===== config.mk =====
export PLATFORM = sky130hd
export DESIGN_NAME = updown_counter_param
export DESIGN_NICKNAME = d
export VERILOG_FILES = /design/src/rtl/updown_counter_param.sv
export SDC_FILE = /design/constraint.sdc
export NUM_CORES = 1
export LEC_CHECK = 0
export ABC_AREA = 1
export CORE_MARGIN = 2
export CORE_UTILIZATION = 52
export CTS_CLUSTER_SIZE = 24
export DETAILED_ROUTE_END_ITERATION = 7
export PLACE_DENSITY = 0.93
export RECOVER_POWER = 25
export SYNTH_ARGS = -nofsm -noshare
export SYNTH_HDL_FRONTEND = slang
export SYNTH_SLANG_ARGS = --single-unit

===== constraint.sdc =====
create_clock -name clk -period 2.6 [get_ports clk]
set_clock_uncertainty 0.1 [all_clocks]
set_input_delay 0.39 -clock clk [delete_from_list [all_inputs] [get_ports clk]]
set_output_delay 0.39 -clock clk [all_outputs]
set_load 0.02 [all_outputs]

===== src/rtl/updown_counter_param.sv =====
`default_nettype none
// ============================================================================
// Module      : updown_counter_param
// Description : Parametrised up/down counter with programmable width, terminal
//               value, variable step, synchronous load and count enable.
//               Wraps modulo (MAX_VAL+1) or saturates at the count-range
//               limits, and raises registered one-cycle overflow/underflow
//               event flags.
// Revision    : 1.0 - initial release
// ----------------------------------------------------------------------------
// Ports
//   clk       in   1      rising-edge clock
//   reset     in   1      asynchronous active-low reset
//   en        in   1      count enable
//   upordown  in   1      direction: 1 = up, 0 = down
//   step      in   WIDTH  amount added/subtracted per enabled cycle
//   load      in   1      synchronous load strobe (highest priority)
//   load_val  in   WIDTH  value loaded (clamped to MAX_VAL) when load=1
//   count     out  WIDTH  registered counter value, always in 0..MAX_VAL
//   ovf       out  1      registered pulse: up count passed MAX_VAL
//   unf       out  1      registered pulse: down count passed 0
//   at_max    out  1      count == MAX_VAL (combinational from count)
//   at_zero   out  1      count == 0 (combinational from count)
// ============================================================================
module updown_counter_param #(
    parameter int WIDTH    = 8,
    parameter int MAX_VAL  = 255,
    parameter bit SATURATE = 1'b0
) (
    input  logic             clk,
    input  logic             reset,
    input  logic             en,
    input  logic             upordown,
    input  logic [WIDTH-1:0] step,
    input  logic             load,
    input  logic [WIDTH-1:0] load_val,
    output logic [WIDTH-1:0] count,
    output logic             ovf,
    output logic             unf,
    output logic             at_max,
    output logic             at_zero
);

    // Terminal value in the native width and in the one-bit-wider
    // arithmetic domain; the modulus MAX_VAL+1 can reach 2**WIDTH, which
    // only fits in the wider domain.
    localparam logic [WIDTH-1:0] c_MAX_W = WIDTH'(MAX_VAL);
    localparam logic [WIDTH:0]   c_MAX_X = (WIDTH+1)'(MAX_VAL);
    localparam logic [WIDTH:0]   c_MOD_X = c_MAX_X + (WIDTH+1)'(1);

    logic [WIDTH-1:0] count_q, count_d;
    logic             ovf_q, ovf_d;
    logic             unf_q, unf_d;

    logic [WIDTH-1:0] w_step_eff;   // step clamped to MAX_VAL
    logic [WIDTH-1:0] w_load_eff;   // load_val clamped to MAX_VAL
    logic [WIDTH:0]   w_cnt_x;
    logic [WIDTH:0]   w_step_x;
    logic [WIDTH:0]   w_sum_x;      // count + s, never truncated
    logic [WIDTH-1:0] w_up_wrap;    // count + s - (MAX_VAL+1)
    logic [WIDTH-1:0] w_dn_diff;    // count - s (valid when count >= s)
    logic [WIDTH-1:0] w_dn_wrap;    // count + (MAX_VAL+1) - s

    // ------------------------------------------------------------------
    // Datapath: all candidate results are formed in parallel; the
    // next-state logic below only selects among them.
    // ------------------------------------------------------------------
    always_comb begin
        w_step_eff = (step > c_MAX_W) ? c_MAX_W : step;
        w_load_eff = (load_val > c_MAX_W) ? c_MAX_W : load_val;
        w_cnt_x    = {1'b0, count_q};
        w_step_x   = {1'b0, w_step_eff};
        w_sum_x    = w_cnt_x + w_step_x;
        // Only used when count + s > MAX_VAL, so the result is in range.
        w_up_wrap  = WIDTH'(w_sum_x - c_MOD_X);
        w_dn_diff  = WIDTH'(w_cnt_x - w_step_x);
        // Only used when count < s <= MAX_VAL, so count+MOD-s < MOD.
        w_dn_wrap  = WIDTH'(w_cnt_x + c_MOD_X - w_step_x);
    end

    // ------------------------------------------------------------------
    // Next-state selection. Priority: load > en > hold. Event flags
    // default low so they are cleared on every edge without a boundary
    // event, which also guarantees ovf and unf are never both high.
    // ------------------------------------------------------------------
    always_comb begin
        count_d = count_q;
        ovf_d   = 1'b0;
        unf_d   = 1'b0;
        if (load) begin
            count_d = w_load_eff;
        end else if (en) begin
            if (upordown) begin
                if (w_sum_x <= c_MAX_X) begin
                    count_d = w_sum_x[WIDTH-1:0];
                end else if (SATURATE) begin
                    count_d = c_MAX_W;
                    // Already pinned at the limit: no new event.
                    ovf_d   = (count_q != c_MAX_W);
                end else begin
                    count_d = w_up_wrap;
                    ovf_d   = 1'b1;
                end
            end else begin
                if (count_q >= w_step_eff) begin
                    count_d = w_dn_diff;
                end else if (SATURATE) begin
                    count_d = '0;
                    unf_d   = (count_q != '0);
                end else begin
                    count_d = w_dn_wrap;
                    unf_d   = 1'b1;
                end
            end
        end
    end

    always_ff @(posedge clk or negedge reset) begin
        if (!reset) begin
            count_q <= '0;
            ovf_q   <= 1'b0;
            unf_q   <= 1'b0;
        end else begin
            count_q <= count_d;
            ovf_q   <= ovf_d;
            unf_q   <= unf_d;
        end
    end

    assign count   = count_q;
    assign ovf     = ovf_q;
    assign unf     = unf_q;
    assign at_max  = (count_q == c_MAX_W);
    assign at_zero = (count_q == '0);

endmodule
`default_nettype wire

# --- Word level (Yosys, flattened, before mapping) ---
# Index checks and enable logic that the tools add are counted.
op_classes:
  n_addsub: 5
  n_lt_le_gt_ge: 4
  n_eq_ne: 1
  n_mux: 15
  n_reduce_logical: 2
ops:
  columns: ["cell", "n"]
  rows:
  - ["$mux W8", 7]
  - ["$gt A8 B8 Y1 const B", 2]
  - ["$sub A8 B8 Y8", 2]
  - ["$add A8 B8 Y9", 1]
  - ["$le A9 B8 Y1 const B", 1]
  - ["$add A8 B1 Y8 const B", 1]
  - ["$eq A8 B8 Y1 const B", 1]
  - ["$ge A8 B8 Y1", 1]
  - ["$logic_not A8 Y1", 1]
  - ["$mux W1", 8]
  - ["$sub A8 B1 Y8 const B", 1]
  - ["$reduce_bool A2 Y1", 1]
totals:
  reg_bits: 10
  input_bits: 21
  out_inout_bits: 12

# --- Longest topological paths before layout ---
# Gate-level depths: netlist of the first run.
logic_depth:
  word_depth: 8
  depth_mapped: 12
  depth_no_buf: 12

# --- Worst setup path before layout of the first run ---
# No wires, ideal clock.
synth_path:
  path_type: "register to register"
  startpoint: "reg count_q[0], in the netlist count[0]"
  endpoint: "reg count_q[6], in the netlist count[6]"
  arrival_ps: 1605
  required_ps: 2378
  setup_slack_ps: 773
  path_stages_with_launch: 12
  path_buffers: 0
  period_less_slack_ps: 1827
  cell_sequence: "dfrtp_1 inv_1 ha_1 fa_1 inv_1 nand3_1 nand3_1 nand2_1 nand2_1 nand2_1 nand3_1 nand2_1"
synth_via:
  elab_chain_cells: 6
  elab_cells_between_ends: 12
  classes_between: "add/sub: 5; order compare: 2; mux: 5"
synth_rtl:
  columns: ["element", "line", "source"]
  rows:
  - ["from (decl)", "51", "logic [WIDTH-1:0] count_q, count_d;"]
  - ["from (signal assigned)", "124", "count_q <= count_d;"]
  - ["$add A8 B1 Y8 or $add A8 B8 Y9 (tied branches)", "78, 73", null]
  - ["$sub A8 B8 Y8, or another cell as far along", "78", "w_dn_wrap = WIDTH'(w_cnt_x + c_MOD_X - w_step_x);"]
  - ["$mux W8 (on tied branches)", "105, 94", null]
  - ["$mux W8 (*)", "93", "if (upordown) begin"]
  - ["$mux W8 (*)", "92", "end else if (en) begin"]
  - ["$mux W8 (*)", "90", "if (load) begin"]
# Mark *: on every way between the ends. The rest lies on a longest branch, timed or not. The select of a mux whose other input is x is not followed.
# A chain may end at the register's enable or synchronous reset.

# --- Worst setup path after layout of the first run ---
layout_path:
  startpoint: "reg count_q[4], in the netlist count[4]"
  endpoint: "out at_zero"
layout_via:
  elab_chain_cells: 1
layout_rtl:
  columns: ["element", "line", "source"]
  rows:
  - ["$logic_not A8 Y1", "134", "assign at_zero = (count_q == '0);"]
  - ["to (decl)", "41", "output logic at_zero"]
# Every way passes these cells.

==> flow_metrics.py, run 1 <==
metrics = {
    "outcome": {
        "outcome": "completed",
    },
    "critical_path": {
        "cp.required_ns": 2.11,
        "crit_path_start": "count[4]$_DFFE_PN0P_",
        "endpoint_kind": "output pin",
        "cp_max_fo": 6,
        "r2r_start": "count[0]$_DFFE_PN0P_",
        "crit_type": "reg -> out",
        "cp.arrival_ns": 1.96,
        "start_kind": "flip-flop",
    },
    "sta": {
        "slew_viol_final": 0,
        "max_freq_ghz": 0.409,
        "worst_pin_slew_ns": 0.526,
        "period_needed_ns": 2.45,
        "period_share": 0.941,
        "grt_setup_unrepaired": "false",
        "timing.setup.tns_ns": 0,
        "finalHoldViolations": 0,
        "setup_violations": 0,
        "slew_headroom": 0.648,
    },
    "clock_tree": {
        "clk_pin_slew_ns": 0.06,
        "cts_tree": "built",
        "cts.hold.buffers_added": 0,
        "post_cts_resized": 0,
        "cts_buffers": 3,
        "cts-root-buf": "clkbuf_4",
        "cts_setup_buffers": 0,
        "cts_sinks": 10,
        "cts-htree-levels": 1,
        "clockBufferDepth": 2,
        "clk_latency_ns": 0.27,
    },
    "drt": {
        "avgRoutedWirePerCell_um": 12.6,
        "viasPerCell": 5.41,
        "drc": 0,
        "firstDrtPassIters": 4,
        "ant_nets": 0,
        "totalWireLength_um": 3060,
        "drtIter0Drc": 28,
        "vias": 1315,
    },
    "global_routing": {
        "grt.total_usage": 0.252,
        "grt_pass1_wl_um": 5070,
        "gr-total-overflow": 0,
        "antenna_found_initial": 0,
        "grt_max_degree": 11,
        "grt_pass1_vias": 1215,
    },
    "synth": {
        "synth-async-reset-ratio": 1.00,
        "yosysUniqueCellTypes": 24,
        "netlist_instances": 180,
        "ys_seq_elements": 10,
        "synth-edff-count": 0,
        "syn_nets": 219,
        "syn-cell-area_mm2": 0.00118,
        "syn_area_per_cell_um2": 6.56,
        "yosys_warnings": 0,
        "ys_seq_area_frac": 0.212,
        "synth_top_flop_cell": "dfrtp_1",
    },
    "placement": {
        "place_congestion": 0.948,
        "portBuffers": 32,
        "dp_hpwl_um": 2540,
    },
    "flow_run": {
        "drv_cap": 0,
    },
    "cells_and_area": {
        "multi_input_area_um2": 795,
        "layout-drive-gt1-share": 0.0651,
        "final_net_count": 255,
        "nFillCells": 189,
        "num_antenna_cells": 0,
        "seqCellArea_um2": 250,
        "final_common_cell": "nand2_1",
        "mostFrequentLayoutCells": "nand2_1, clkdlybuf4s50_1, inv_1",
        "syn_to_final_growth_pct": 32.7,
    },
    "die": {
        "die-width_um": 51.7,
        "die_h_um": 51.7,
        "rows": 17,
        "initial_core_util": 0.544,
        "fp.coreArea_mm2": 0.00217,
        "ios": 33,
        "die-area_mm2": 0.00267,
    },
    "pwr": {
        "power_uw": 743,
        "p_leak_uw": 0.000816,
        "power_density_mw_per_mm2": 474,
        "vdd_drop_max_mv": 0.464,
    },
    "worst_hold_path": {
        "hold_class": "in -> async",
    },
}
==> cell usage after synthesis (2+ instances only) <==
cell | n | area [µm²]
dfrtp_1 | 10 | 250
o21ai_1 | 6 | 30.0
nand3_1 | 12 | 60.1
nand3b_1 | 2 | 15.0
nor2_1 | 14 | 52.6
a22oi_1 | 6 | 45.0
o21ai_0 | 2 | 10.0
inv_2 | 5 | 18.8
nor3_1 | 2 | 10.0
o211ai_1 | 2 | 15.0
nand4_1 | 4 | 25.0
nand2_1 | 53 | 199
ha_1 | 16 | 200
fa_1 | 2 | 40.0
a21oi_2 | 2 | 17.5
a21oi_1 | 7 | 35.0
inv_1 | 28 | 105
==> report_power, final <==
part           switching, µW  internal, µW  leakage, µW
clock network           53.7          85.1    0.0000210
logic                    228           168     0.000671
registers               33.3           175     0.000124
==> registers in the layout (all words and copies together) (netlist names) <==
signal and flops:
count 8, ovf 1, unf 1
==> per-stage QoR <==
| step | instance area, µm² | worst slack [ns] | cells | hold slack (ns) | utilization |
|---|---|---|---|---|---|
| finish | 1570 | 0.152 | 243 | 0.396 | 0.723 |
| global route | 1570 | 0.0671 | 243 | 0.434 | 0.723 |
| CTS | 1570 | 0.162 | 243 | 0.340 | 0.723 |
| detailed placement | 1530 | 0.307 | 239 | 0.541 | 0.706 |
| global placement | 1530 | 0.338 | 239 | 0.506 | 0.706 |
| floorplan | 1180 | 0.773 | 180 | -0.00559 | - |
==> layout make-up <==
cell class,instances,share of cell area
sequential,10,0.160
timing repair buffer,33,0.209
multi-input combinational,135,0.507
clock buffer,4,0.0231
inverter,33,0.0790
tap,28,0.0223
==> per-layer routing <==
metal,GRT usage,wire length (µm)
met5,0,0
met4,0.0746,60
met3,0.0575,209
met2,0.464,1560
met1,0.288,1230
==> worst max-delay path: stages, from the launching register on <==
cell,delay (ns)
dfrtp_1,0.46
nor4_1,0.34
nand2_1,0.08
nor3_1,0.17
clkdlybuf4s50_1,0.64
==> cell families after synthesis <==
logic type	synth area share
AND/OR/NAND/NOR	0.326
buffers and inverters	0.115
AO/OA/AOI/OAI	0.136
adder cells (fa/ha/maj)	0.203
flip-flops	0.212
XOR/XNOR	0.00742
==> worst paths after layout <==
kind	cells past startpoint	slack, ns	to
worst max register to register	11	0.66	count[6]$_DFFE_PN0P_
worst min register to register	2	0.55	count[7]$_DFFE_PN0P_
worst max-delay path	4	0.15	at_zero
max in group asynchronous	1	1.70	count[1]$_DFFE_PN0P_
min in group clk	2	0.55	count[7]$_DFFE_PN0P_
worst min-delay path	1	0.40	ovf$_DFF_PN0_
Power figures use the tool's default switching activity.
==> run 2, diff against run 1 <==
CORE_UTILIZATION = 50   (was 52)
PLACE_DENSITY = 0.9   (was 0.93)
==> run 2 against run 1 <==
  * First-iteration DRC count is 14% higher
  * Sequential cell count unchanged
  * Worst setup slack got worse by 0.013 ns
  * Worst hold slack better by 0.0096 ns
  * Routed wire length up 1.9%
  * Critical path type unchanged
  * Critical endpoint unchanged
  * Largest cell class unchanged
  * Highest routed layer unchanged
==> flow_metrics.py, run 2 (same netlist as run 1, synthesis figures left out) <==
metrics = {
    "die": {
        "die_h_um": 52.6,
        "initial_core_util": 0.529,
        "die-area_mm2": 0.00277,
        "fp.coreArea_mm2": 0.00223,
        "ios": 33,
        "die-width_um": 52.6,
        "rows": 17,
    },
    "sta": {
        "holdWs_ns": 0.406,
        "grt_setup_unrepaired": "false",
        "setup_violations": 0,
        "worst_pin_slew_ns": 0.478,
        "timing.setup.tns_ns": 0,
        "period_share": 0.947,
        "slew_viol_final": 0,
        "max_freq_ghz": 0.406,
        "slew_headroom": 0.680,
        "finalHoldViolations": 0,
        "period_needed_ns": 2.46,
    },
    "pwr": {
        "vdd_drop_max_mv": 0.267,
        "power_uw": 710,
        "power_density_mw_per_mm2": 459,
        "p_leak_uw": 0.000804,
    },
    "worst_hold_path": {
        "hold_class": "in -> async",
    },
    "clock_tree": {
        "cts_tree": "built",
        "clockBufferDepth": 2,
        "clk_latency_ns": 0.27,
        "cts_buffers": 3,
        "cts-root-buf": "clkbuf_4",
        "cts_sinks": 10,
        "cts-htree-levels": 1,
        "clk_pin_slew_ns": 0.06,
        "cts.hold.buffers_added": 0,
        "cts_setup_buffers": 0,
        "post_cts_resized": 0,
    },
    "flow_run": {
        "drv_cap": 0,
    },
    "outcome": {
        "outcome": "completed",
    },
    "drt": {
        "totalWireLength_um": 3120,
        "avgRoutedWirePerCell_um": 12.9,
        "viasPerCell": 5.40,
        "ant_nets": 0,
        "drc": 0,
        "firstDrtPassIters": 4,
        "drtIter0Drc": 32,
        "vias": 1302,
    },
    "critical_path": {
        "crit_slowest_cell": "clkdlybuf4s50_1",
        "r2r_start": "count[0]$_DFFE_PN0P_",
        "cp.required_ns": 2.11,
        "ff2ff_setup_slack_ns": 0.66,
        "crit_type": "reg -> out",
        "cp.arrival_ns": 1.97,
        "endpoint_kind": "output pin",
        "critPathMaxStageDelay_ns": 0.64,
        "cp_max_fo": 6,
        "path_cells": "nor4_1 -> nand2_1 -> nor3_1 -> clkdlybuf4s50_1",
        "start_kind": "flip-flop",
        "r2r_cells": 11,
        "r2r_end": "count[6]$_DFFE_PN0P_",
    },
    "placement": {
        "place_congestion": 0.927,
        "dp_hpwl_um": 2600,
        "dp_cells": 238,
        "portBuffers": 32,
    },
    "cells_and_area": {
        "mostFrequentLayoutCells": "nand2_1, clkdlybuf4s50_1, inv_1",
        "nFillCells": 205,
        "stdcell_count": 241,
        "multi_input_area_um2": 795,
        "largest_reg_flops": 8,
        "final_net_count": 254,
        "layout-drive-gt1-share": 0.0563,
        "syn_to_final_growth_pct": 30.9,
        "seqCellArea_um2": 250,
        "num_antenna_cells": 0,
        "final_common_cell": "nand2_1",
    },
    "global_routing": {
        "grt_pass1_wl_um": 5360,
        "grt_max_degree": 11,
        "grt_pass1_vias": 1268,
        "grt.total_usage": 0.263,
        "antenna_found_initial": 0,
        "gr-total-overflow": 0,
    },
}
run 2: changes by cell type in the layout (fill, tap and decap cells not counted), sizes merged:
cell | before | now
buf | 1 | 0
clkbuf | 4 | 3
run 2: per-layer routing:
layer | global-route usage | vias to the layer above | routed length [µm] | part of all wire
met2 | 0.458 | 50 | 1590 | 0.51
met5 | 0 | - | 0 | 0
li1 | - | 646 | - | -
met3 | 0.0571 | 8 | 192 | 0.062
met4 | 0.103 | 0 | 63 | 0.020
met1 | 0.309 | 598 | 1270 | 0.41
run 2: area by class of cell:
class	count	share of cell area
inverters	33	0.0801
clock buffers	3	0.0146
repair buffers	32	0.207
well taps	28	0.0227
flip-flops and latches	10	0.162
multi-input cells	135	0.514
run 2: worst max-delay path, delay by kind of cell, from the launching register on:
family | cells | cell delay (ns)
simple gates | 3 | 0.60
buf+inv | 1 | 0.64
flops | 1 | 0.46
run 2: report_power, final:
| part | switching [µW] | internal, µW |
|---|---|---|
| clock | 55.8 | 53.7 |
| combinational | 227 | 164 |
| sequential | 35.4 | 175 |
| total | 318 | 392 |
run 2: metrics by stage:
| step | instance area [µm²] | util | setup slack, ns |
|---|---|---|---|
| floorplan | 1180 | - | 0.773 |
| global placement | 1520 | 0.682 | 0.311 |
| detailed placement | 1520 | 0.682 | 0.304 |
| CTS | 1550 | 0.692 | 0.114 |
| global route | 1550 | 0.692 | 0.0636 |
| finish | 1550 | 0.692 | 0.139 |
run 2: worst max-delay path by stage:
stage / start / end / slack (ns) / cells past startpoint
final: count[4]$_DFFE_PN0P_ / at_zero / 0.14 / 4
after global routing: count[5]$_DFFE_PN0P_ / at_zero / 0.06 / 4
after CTS: count[5]$_DFFE_PN0P_ / at_zero / 0.11 / 4
after detailed placement: step[1] / count[7]$_DFFE_PN0P_ / 0.30 / 13
after global placement: step[5] / count[7]$_DFFE_PN0P_ / 0.31 / 13
after floorplan: count[0]$_DFFE_PN0P_ / count[6]$_DFFE_PN0P_ / 0.77 / 11
==> run 3, diff against run 2 <==
CORE_UTILIZATION = 48   (was 50)
PLACE_DENSITY = 0.87   (was 0.9)
clock period = 2.4 ns   (was 2.6 ns; I/O delays follow)
==> run 3 against run 2 <==
  * Sequential power increased by 7%
  * Critical path depth decreased by 1
  * Routed wire length grew 0.16%
  * Sequential share of layout area is 0.10 points lower
  * Die area is 3.8% higher
  * Design area grew 0.65%
  * Utilization fell by 0.85 points
  * Critical path type unchanged
==> flow_metrics.py, run 3 (same netlist as run 1, synthesis figures left out) <==
metrics = {
    "clock_tree": {
        "clk_pin_slew_ns": 0.06,
        "cts_buffers": 3,
        "cts_setup_buffers": 0,
        "cts_tree": "built",
        "clockBufferDepth": 2,
        "post_cts_resized": 0,
        "cts-htree-levels": 1,
        "cts_sinks": 10,
        "clk_latency_ns": 0.26,
        "cts-root-buf": "clkbuf_4",
        "cts.hold.buffers_added": 0,
    },
    "sta": {
        "setup_violations": 0,
        "period_share": 0.870,
        "grt_setup_unrepaired": "false",
        "timing.setup.tns_ns": 0,
        "max_freq_ghz": 0.479,
        "period_needed_ns": 2.09,
        "worst_pin_slew_ns": 0.495,
        "slew_viol_final": 0,
        "slew_headroom": 0.669,
        "finalHoldViolations": 0,
    },
    "critical_path": {
        "r2r_start": "count[5]$_DFFE_PN0P_",
        "ff2ff_setup_slack_ns": 0.48,
        "cp.required_ns": 1.94,
        "crit_type": "reg -> out",
        "r2r_end": "count[7]$_DFFE_PN0P_",
        "cp_max_fo": 8,
        "endpoint_kind": "output pin",
        "cp.arrival_ns": 1.63,
        "r2r_cells": 12,
        "start_kind": "flip-flop",
    },
    "cells_and_area": {
        "mostFrequentLayoutCells": "nand2_1, clkdlybuf4s50_1, inv_1",
        "final_net_count": 255,
        "stdcell_count": 242,
        "layout-drive-gt1-share": 0.0607,
        "largest_reg_flops": 8,
        "multi_input_area_um2": 795,
        "final_common_cell": "nand2_1",
        "nFillCells": 199,
        "syn_to_final_growth_pct": 31.8,
        "num_antenna_cells": 0,
        "seqCellArea_um2": 250,
    },
    "placement": {
        "place_congestion": 0.893,
        "dp_hpwl_um": 2660,
        "portBuffers": 32,
        "dp_cells": 239,
    },
    "global_routing": {
        "antenna_found_initial": 0,
        "gr-total-overflow": 0,
        "grt_pass1_wl_um": 5250,
        "grt_pass1_vias": 1261,
        "grt.total_usage": 0.250,
        "grt_max_degree": 11,
    },
    "die": {
        "die-width_um": 53.6,
        "initial_core_util": 0.519,
        "ios": 33,
        "rows": 17,
        "die-area_mm2": 0.00287,
        "fp.coreArea_mm2": 0.00228,
        "die_h_um": 53.6,
    },
    "flow_run": {
        "drv_cap": 0,
    },
    "pwr": {
        "vdd_drop_max_mv": 0.402,
        "p_switching_uw": 338,
        "p_leak_uw": 0.000827,
        "p_comb_frac": 0.560,
        "swShare": 0.442,
        "p_clk_frac": 0.146,
        "p_seq_frac": 0.294,
        "p_int_uw": 427,
        "power_density_mw_per_mm2": 492,
    },
    "drt": {
        "viasPerCell": 5.24,
        "vias": 1267,
        "totalWireLength_um": 3130,
        "drc": 0,
        "avgRoutedWirePerCell_um": 12.9,
        "ant_nets": 0,
        "drtIter0Drc": 44,
        "firstDrtPassIters": 4,
    },
    "outcome": {
        "outcome": "completed",
    },
    "worst_hold_path": {
        "hold_class": "in -> async",
    },
}
[run 3: area by class of cell]
| cell class | instances | area share |
|---|---|---|
| tap | 28 | 0.0225 |
| clock buffer | 3 | 0.0145 |
| multi-input combinational | 135 | 0.510 |
| timing repair buffer | 33 | 0.212 |
| inverter | 33 | 0.0796 |
| sequential | 10 | 0.161 |
[run 3: how the worst max path moves through the flow]
| stage | from | cells past startpoint | slack, ns | end |
|---|---|---|---|---|
| after floorplan | count[0]$_DFFE_PN0P_ | 11 | 0.57 | count[6]$_DFFE_PN0P_ |
| after global placement | step[5] | 13 | 0.16 | count[7]$_DFFE_PN0P_ |
| after detailed placement | step[1] | 13 | 0.13 | count[7]$_DFFE_PN0P_ |
| after CTS | count[4]$_DFFE_PN0P_ | 4 | 0.03 | at_zero |
| after global routing | count[1]$_DFFE_PN0P_ | 3 | 0.17 | at_max |
| final | count[1]$_DFFE_PN0P_ | 3 | 0.31 | at_max |
[run 3: routing by layer]
metal	GRT usage	up-vias	routed length, µm	part of all wire
met2	0.463	35	1620	0.52
met4	0.0385	0	17	0.0054
met5	0	-	0	0
met1	0.303	580	1360	0.44
li1	-	650	-	-
met3	0.0500	2	122	0.039
[run 3: critical path, stage by stage (launching register included)]
cell	delay, ns
dfrtp_1	0.53
nand4_1	0.12
nor2_1	0.11
clkdlybuf4s50_1	0.60
[run 3: power by group through the flow]
stage	Clock [µW]	Sequential, µW	Combinational, µW
6_report	112	225	428
4_1_cts	115	225	427
2_1_floorplan	0	246	252
5_1_grt	127	229	482
3_3_place_gp	0	225	417
3_5_place_dp	0	227	426
[run 3: per-stage QoR]
| stage | worst slack [ns] | hold slack (ns) | utilization | cell area [µm²] | total power [µW] |
|---|---|---|---|---|---|
| global route | 0.165 | 0.406 | 0.684 | 1560 | 838 |
| floorplan | 0.573 | -0.0356 | - | 1180 | 497 |
| CTS | 0.0307 | 0.325 | 0.683 | 1550 | 767 |
| detailed placement | 0.125 | 0.528 | 0.673 | 1530 | 653 |
| global placement | 0.158 | 0.516 | 0.673 | 1530 | 642 |
| finish | 0.312 | 0.382 | 0.684 | 1560 | 765 |
